$ cat config.mk
export PLATFORM = sky130hd
export DESIGN_NAME = iomem_gpio
export DESIGN_NICKNAME = d
export VERILOG_FILES = /design/src/rtl/iomem_gpio.sv
export SDC_FILE = /design/constraint.sdc
export NUM_CORES = 1
export LEC_CHECK = 0
export CAP_MARGIN = 20
export CELL_PAD_IN_SITES_DETAIL_PLACEMENT = 1
export CELL_PAD_IN_SITES_GLOBAL_PLACEMENT = 1
export CORE_UTILIZATION = 43
export DETAILED_ROUTE_END_ITERATION = 10
export PLACE_DENSITY_LB_ADDON = 0.1
export SYNTH_ARGS = -nofsm -noshare
export SYNTH_HDL_FRONTEND = slang
export SYNTH_SLANG_ARGS = --single-unit
$ cat constraint.sdc
create_clock -name clk -period 2.38 [get_ports clk]
set_input_delay 0.238 -clock clk [delete_from_list [all_inputs] [get_ports clk]]
set_output_delay 0.238 -clock clk [all_outputs]
set_load 0.01 [all_outputs]
$ cat src/rtl/iomem_gpio.sv
`default_nettype none
// ============================================================================
// iomem_gpio : PicoSoC iomem GPIO with direction, set/clear and edge IRQs
// Rev 1.0
// ============================================================================
module iomem_gpio #(
  parameter logic [31:0] BASE_ADDR   = 32'h0300_0000,
  parameter int          NUM_GPIO    = 32,
  parameter int          SYNC_STAGES = 2
) (
  input  logic                clk,
  input  logic                resetn,
  input  logic                iomem_valid,
  output logic                iomem_ready,
  input  logic [3:0]          iomem_wstrb,
  input  logic [31:0]         iomem_addr,
  input  logic [31:0]         iomem_wdata,
  output logic [31:0]         iomem_rdata,
  input  logic [NUM_GPIO-1:0] gpio_in,
  output logic [NUM_GPIO-1:0] gpio_out,
  output logic [NUM_GPIO-1:0] gpio_oe,
  output logic                irq
);

  localparam logic [2:0] c_off_dout = 3'd0;
  localparam logic [2:0] c_off_dir  = 3'd1;
  localparam logic [2:0] c_off_din  = 3'd2;
  localparam logic [2:0] c_off_rise = 3'd3;
  localparam logic [2:0] c_off_fall = 3'd4;
  localparam logic [2:0] c_off_stat = 3'd5;
  localparam logic [2:0] c_off_set  = 3'd6;
  localparam logic [2:0] c_off_clr  = 3'd7;

  logic                ready_q;
  logic [31:0]         rdata_q, rdata_d;
  logic [NUM_GPIO-1:0] out_q, out_d;
  logic [NUM_GPIO-1:0] dir_q, dir_d;
  logic [NUM_GPIO-1:0] rise_en_q, rise_en_d;
  logic [NUM_GPIO-1:0] fall_en_q, fall_en_d;
  logic [NUM_GPIO-1:0] stat_q, stat_d;
  logic [NUM_GPIO-1:0] sync_q [SYNC_STAGES];
  logic [NUM_GPIO-1:0] prev_q;

  logic                w_hit;
  logic                w_wr;
  logic [2:0]          w_off;
  logic [31:0]         w_bytes;
  logic [NUM_GPIO-1:0] w_wbits;
  logic [NUM_GPIO-1:0] w_sync;
  logic [NUM_GPIO-1:0] w_set;
  logic [NUM_GPIO-1:0] w_clr;
  logic [NUM_GPIO-1:0] w_rsel;
  logic                w_unused;

  // ready_q in the hit term blocks a held request from being accepted twice
  assign w_hit   = iomem_valid && (iomem_addr[31:5] == BASE_ADDR[31:5]) && !ready_q;
  assign w_wr    = w_hit && (iomem_wstrb != 4'b0000);
  assign w_off   = iomem_addr[4:2];
  assign w_bytes = {{8{iomem_wstrb[3]}}, {8{iomem_wstrb[2]}},
                    {8{iomem_wstrb[1]}}, {8{iomem_wstrb[0]}}};
  assign w_wbits = iomem_wdata[NUM_GPIO-1:0] & w_bytes[NUM_GPIO-1:0];

  assign w_sync  = sync_q[SYNC_STAGES-1];
  assign w_set   = (w_sync & ~prev_q & rise_en_q) | (~w_sync & prev_q & fall_en_q);

  assign w_unused = ^{iomem_addr[1:0], iomem_wdata, w_bytes};

  always_comb begin
    out_d     = out_q;
    dir_d     = dir_q;
    rise_en_d = rise_en_q;
    fall_en_d = fall_en_q;
    w_clr     = '0;
    if (w_wr) begin
      case (w_off)
        c_off_dout: out_d     = (out_q & ~w_bytes[NUM_GPIO-1:0]) | w_wbits;
        c_off_dir:  dir_d     = (dir_q & ~w_bytes[NUM_GPIO-1:0]) | w_wbits;
        c_off_rise: rise_en_d = (rise_en_q & ~w_bytes[NUM_GPIO-1:0]) | w_wbits;
        c_off_fall: fall_en_d = (fall_en_q & ~w_bytes[NUM_GPIO-1:0]) | w_wbits;
        c_off_stat: w_clr     = w_wbits;
        c_off_set:  out_d     = out_q | w_wbits;
        c_off_clr:  out_d     = out_q & ~w_wbits;
        default:    ;
      endcase
    end
    // hardware set wins over a simultaneous W1C
    stat_d = (stat_q & ~w_clr) | w_set;
  end

  always_comb begin
    w_rsel = '0;
    case (w_off)
      c_off_dout: w_rsel = out_q;
      c_off_dir:  w_rsel = dir_q;
      c_off_din:  w_rsel = w_sync;
      c_off_rise: w_rsel = rise_en_q;
      c_off_fall: w_rsel = fall_en_q;
      c_off_stat: w_rsel = stat_q;
      default:    w_rsel = '0;
    endcase
    rdata_d = rdata_q;
    if (w_hit) begin
      rdata_d                 = '0;
      rdata_d[NUM_GPIO-1:0]   = w_rsel;
    end
  end

  always_ff @(posedge clk or negedge resetn) begin
    if (!resetn) begin
      ready_q   <= 1'b0;
      rdata_q   <= '0;
      out_q     <= '0;
      dir_q     <= '0;
      rise_en_q <= '0;
      fall_en_q <= '0;
      stat_q    <= '0;
      prev_q    <= '0;
      for (int i = 0; i < SYNC_STAGES; i++) sync_q[i] <= '0;
    end else begin
      ready_q   <= w_hit;
      rdata_q   <= rdata_d;
      out_q     <= out_d;
      dir_q     <= dir_d;
      rise_en_q <= rise_en_d;
      fall_en_q <= fall_en_d;
      stat_q    <= stat_d;
      prev_q    <= w_sync;
      sync_q[0] <= gpio_in;
      for (int i = 1; i < SYNC_STAGES; i++) sync_q[i] <= sync_q[i-1];
    end
  end

  assign iomem_ready = ready_q;
  assign iomem_rdata = rdata_q;
  assign gpio_out    = out_q;
  assign gpio_oe     = dir_q;
  assign irq         = |stat_q;

endmodule
`default_nettype wire

==> qor.log <==
qor: outcome.run_status finished clean
qor: worst_setup_path.timing.rr.end stat_q[8]$_DFF_PN0_
qor: power_and_ir_drop.power.density_cell_area 660 nW/µm²
qor: synthesis.ys_dominant_reg_cell dfrtp_1
qor: synthesis.async_reset_ff_share 100%
qor: die.fp.dieArea 28,300 µm²
qor: placement.detailedPlace.worstSlack -202 ps
qor: power_and_ir_drop.seqPwrFrac 47.9%
qor: worst_setup_path.worst_r2r_startpoint iomem_ready$_DFF_PN0_
qor: global_route.grt_start_max_net_pins 67
qor: synthesis.syn_inst 930
qor: clock_tree.clock-root-buffer clkbuf_16
qor: worst_setup_path.critical_path_required_time 2140 ps
qor: timing.hold-worst-slack 118 ps
qor: finish.fraction_of_final_layout_cells_sized_beyond_drive_strength_1 20.9%
qor: timing.clock.fmax 0.435 GHz
qor: drt.drc 0
qor: worst_setup_path.critical_path_arrival 2060 ps
qor: synthesis.synth-seq-area-share 60.9%
qor: global_route.global_route.usage.total 27.9%
qor: clock_tree.clock_insertion_delay_worst_skew 560 ps
qor: global_route.vias_in_the_first_global_route 10.1k
qor: timing.timing_hold_violations_final 0
qor: synthesis.ys_seq_elements 289
qor: power_and_ir_drop.total_power 10,600 µW
qor: worst_setup_path.worstSetupEndpoint irq
qor: die.die_width 168 µm
qor: worst_setup_path.worstSetupEndpointType output pin
qor: worst_setup_path.reg2reg_depth 7
qor: timing.timing.final.crit_share 96.5%
qor: synthesis.yosys.cell_types.count 35
qor: timing.tightest_slew 634 ps
qor: placement.buffer_ports.inserted 198
qor: power_and_ir_drop.leakage_power_of_the_design 0.00657 µW
qor: synthesis.count_of_flip_flops_with_a_built_in_enable_after_synthesis 0
qor: synthesis.syn-num-nets 1,033
qor: drt.via_count 9,573
qor: synthesis.yosysTopAreaCell dfrtp_1
qor: finish.final_core_utilization 59.2%
qor: timing.timing.max_slew.rel_slack 57.6%
qor: clock_tree.tritoncts built
qor: placement.gp_routability_congestion 0.810
qor: min_path.hold_path.class input pin to register
qor: drt.route.detailed.wl_per_inst 25.5 µm
qor: worst_setup_path.crit_type register to output pin
qor: finish.syn_to_final_growth 34.6%
qor: synthesis.ys_top_cells_by_count dfrtp_1 (289), mux2_2 (96), nand2_1 (66)
qor: worst_setup_path.critical_path.max_fanout 3
qor: timing.final-max-slew-violation-count 0
qor: clock_tree.cts_sinks 289
qor: drt.detailedRoute.firstPassIterationCount 5
qor: clock_tree.cts_inserted_buffers 31
qor: global_route.grt_antenna_before_repair 3
qor: timing.post-route-min-period 2300 ps
qor: worst_setup_path.timing.reg2reg.setup_slack 80 ps
qor: timing.layout_setup_ws 82.7 ps
qor: global_route.global_route_wire_length_before_repair 60,800 µm
qor: timing.timing.clock.skew 7.86 ps
qor: power_and_ir_drop.power_switching_share 22.0%
qor: power_and_ir_drop.cell_internal_pwr 8230 µW
qor: drt.route.detailed.vias_per_inst 6.25
qor: placement.post_dp_cell_area 14,900 µm²
qor: power_and_ir_drop.combinational_share_of_power 5.9%
qor: worst_setup_path.critPathLaunchType register
qor: worst_setup_path.startpoint stat_q[16]$_DFF_PN0_
qor: job.timing.max_cap.violations 0
qor: die.die_height 168 µm
qor: finish.nets 1,271
qor: die.io_pins 201
qor: synthesis.synth_area_leaders dfrtp_1 (61%), mux2_2 (9.1%), o41ai_1 (4.7%), o21ai_0 (2.7%), a221oi_1 (2.3%)
qor: die.std_cell_rows 60
qor: power_and_ir_drop.worst_ir_drop_vdd 0.000473 V
qor: drt.postRouteWirelength 39,000 µm
qor: clock_tree.max-clock-path-buffers 3
qor: placement.detailedPlacementHpwl 25,700 µm
qor: drt.drtAntennaViolNets 0
qor: synthesis.ys.warnings.count 0
qor: die.initial_core_util 44.0%
qor: drt.detail_route.iter0.violations 740
qor: finish.post-route-cell-area 16,000 µm²
qor: die.core_area 27,000 µm²
qor: synthesis.synth_area_per_cell 12.8 µm²
qor: synthesis.post_synth_instance_area 11,900 µm²
qor: power_and_ir_drop.power.switching 2330 µW
qor: global_route.grt-ovfl-total 0
qor: clock_tree.htreeDepth 1
qor: clock_tree.clkTransAtPathRegs 60 ps
qor: power_and_ir_drop.power.clock.fraction 46.2%
qor: synthesis.yosys.cell_count.top_type dfrtp_1
qor: timing.setup_viol_count_final 0
qor: synthesis.synth_top_area_share 60.9%
## per-layer routing
| metal | vias up | track usage, % | share of wire, % |
|---|---|---|---|
| li1 | 4123 | - | - |
| met1 | 5043 | 38.0 | 43 |
| met2 | 348 | 46.9 | 49 |
| met3 | 59 | 3.78 | 5.4 |
| met4 | 0 | 7.75 | 2.4 |
| met5 | - | 0 | 0 |
## worst min-delay path by stage
stage | cells after the start | startpoint | end | slack [ps]
detailed placement | 1 | resetn | asynchronous set/reset pin | 210
global placement | 1 | resetn | stat_q[3]$_DFF_PN0_ | 210
global route | 1 | gpio_in[16] | sync_q[48]$_DFF_PN0_ | 100
CTS | 1 | gpio_in[14] | sync_q[46]$_DFF_PN0_ | 100
finish | 1 | gpio_in[14] | sync_q[46]$_DFF_PN0_ | 120
floorplan | 0 | resetn | asynchronous set/reset pin | -60
## per-stage QoR
| stage | TNS, ps | cells |
|---|---|---|
| 4_1_cts | 0 | 1528 |
| 6_report | 0 | 1532 |
| 5_1_grt | -18.2 | 1532 |
| 2_1_floorplan | 0 | 930 |
| 3_3_place_gp | -9200 | 1472 |
| 3_5_place_dp | -12630 | 1472 |
## power by group through the flow
stage / clock (µW) / combinational, µW / sequential [µW]
2_1_floorplan: 0 / 172 / 5120
3_3_place_gp: 0 / 604 / 5130
3_5_place_dp: 0 / 613 / 5140
4_1_cts: 4980 / 618 / 5050
5_1_grt: 5160 / 673 / 5060
6_report: 4880 / 623 / 5050
## layout by cell type (no fill, tap or decap), types with 2 or more instances in the layout
cell             count
a21oi_1             32
a221oi_1            31
a22o_1              31
a22oi_1             34
a31oi_1             31
and3b_1              2
and4_1               2
buf_12              22
buf_4               55
bufinv_16            3
clkbuf_1             5
clkbuf_16           31
clkbuf_8             9
clkdlybuf4s50_1    196
clkinv_2             4
dfrtp_1            289
diode_2              3
inv_1                4
mux2_2              96
nand2_1             66
nand3b_1            34
nand4_1              3
nor2_1               2
nor3b_2              2
nor4_1               9
nor4_2               8
nor4_4               8
nor4b_1              2
o211ai_1            32
o21ai_0             64
o41ai_1             64
## repair_timing
action                     in CTS  in global routing
hold buffers                    1                  0
pin swaps                       2                  2
setup buffers                   2                  0
hold endpoints to repair       50                  0
gates resized for setup         6                  2
setup endpoints to repair       1                  1
## final cells by class
type / instances / area [µm²]
Fill cell: 2721 / 11000
Inverter: 4 / 15.0
Tap cell: 341 / 427
Timing Repair Buffer: 277 / 2870
Multi-Input combinational cell: 565 / 4410
Clock buffer: 45 / 918
Clock inverter: 8 / 119
Sequential cell: 289 / 7230
Antenna cell: 3 / 7.51
## cell families (layout without fill, tap and decap cells)
group                  count (synthesis)  after routing  synth area share, %
flip-flops                           289            289                 60.9
other                                  0              3                    0
multiplexers                          96             96                 9.10
XOR/XNOR                               1              1               0.0737
AND/OR/NAND/NOR                      147            147                 8.06
AO/OA/AOI/OAI                        321            321                 19.2
buffers and inverters                 76            334                 2.66
## worst max-delay path, stage by stage (launching register included)
cell and delay, ps:
dfrtp_1 430, nor4_1 400, nand4_1 240, or2_4 320
clkbuf_2 130
Note: power is estimated with default switching activity, not from simulation.
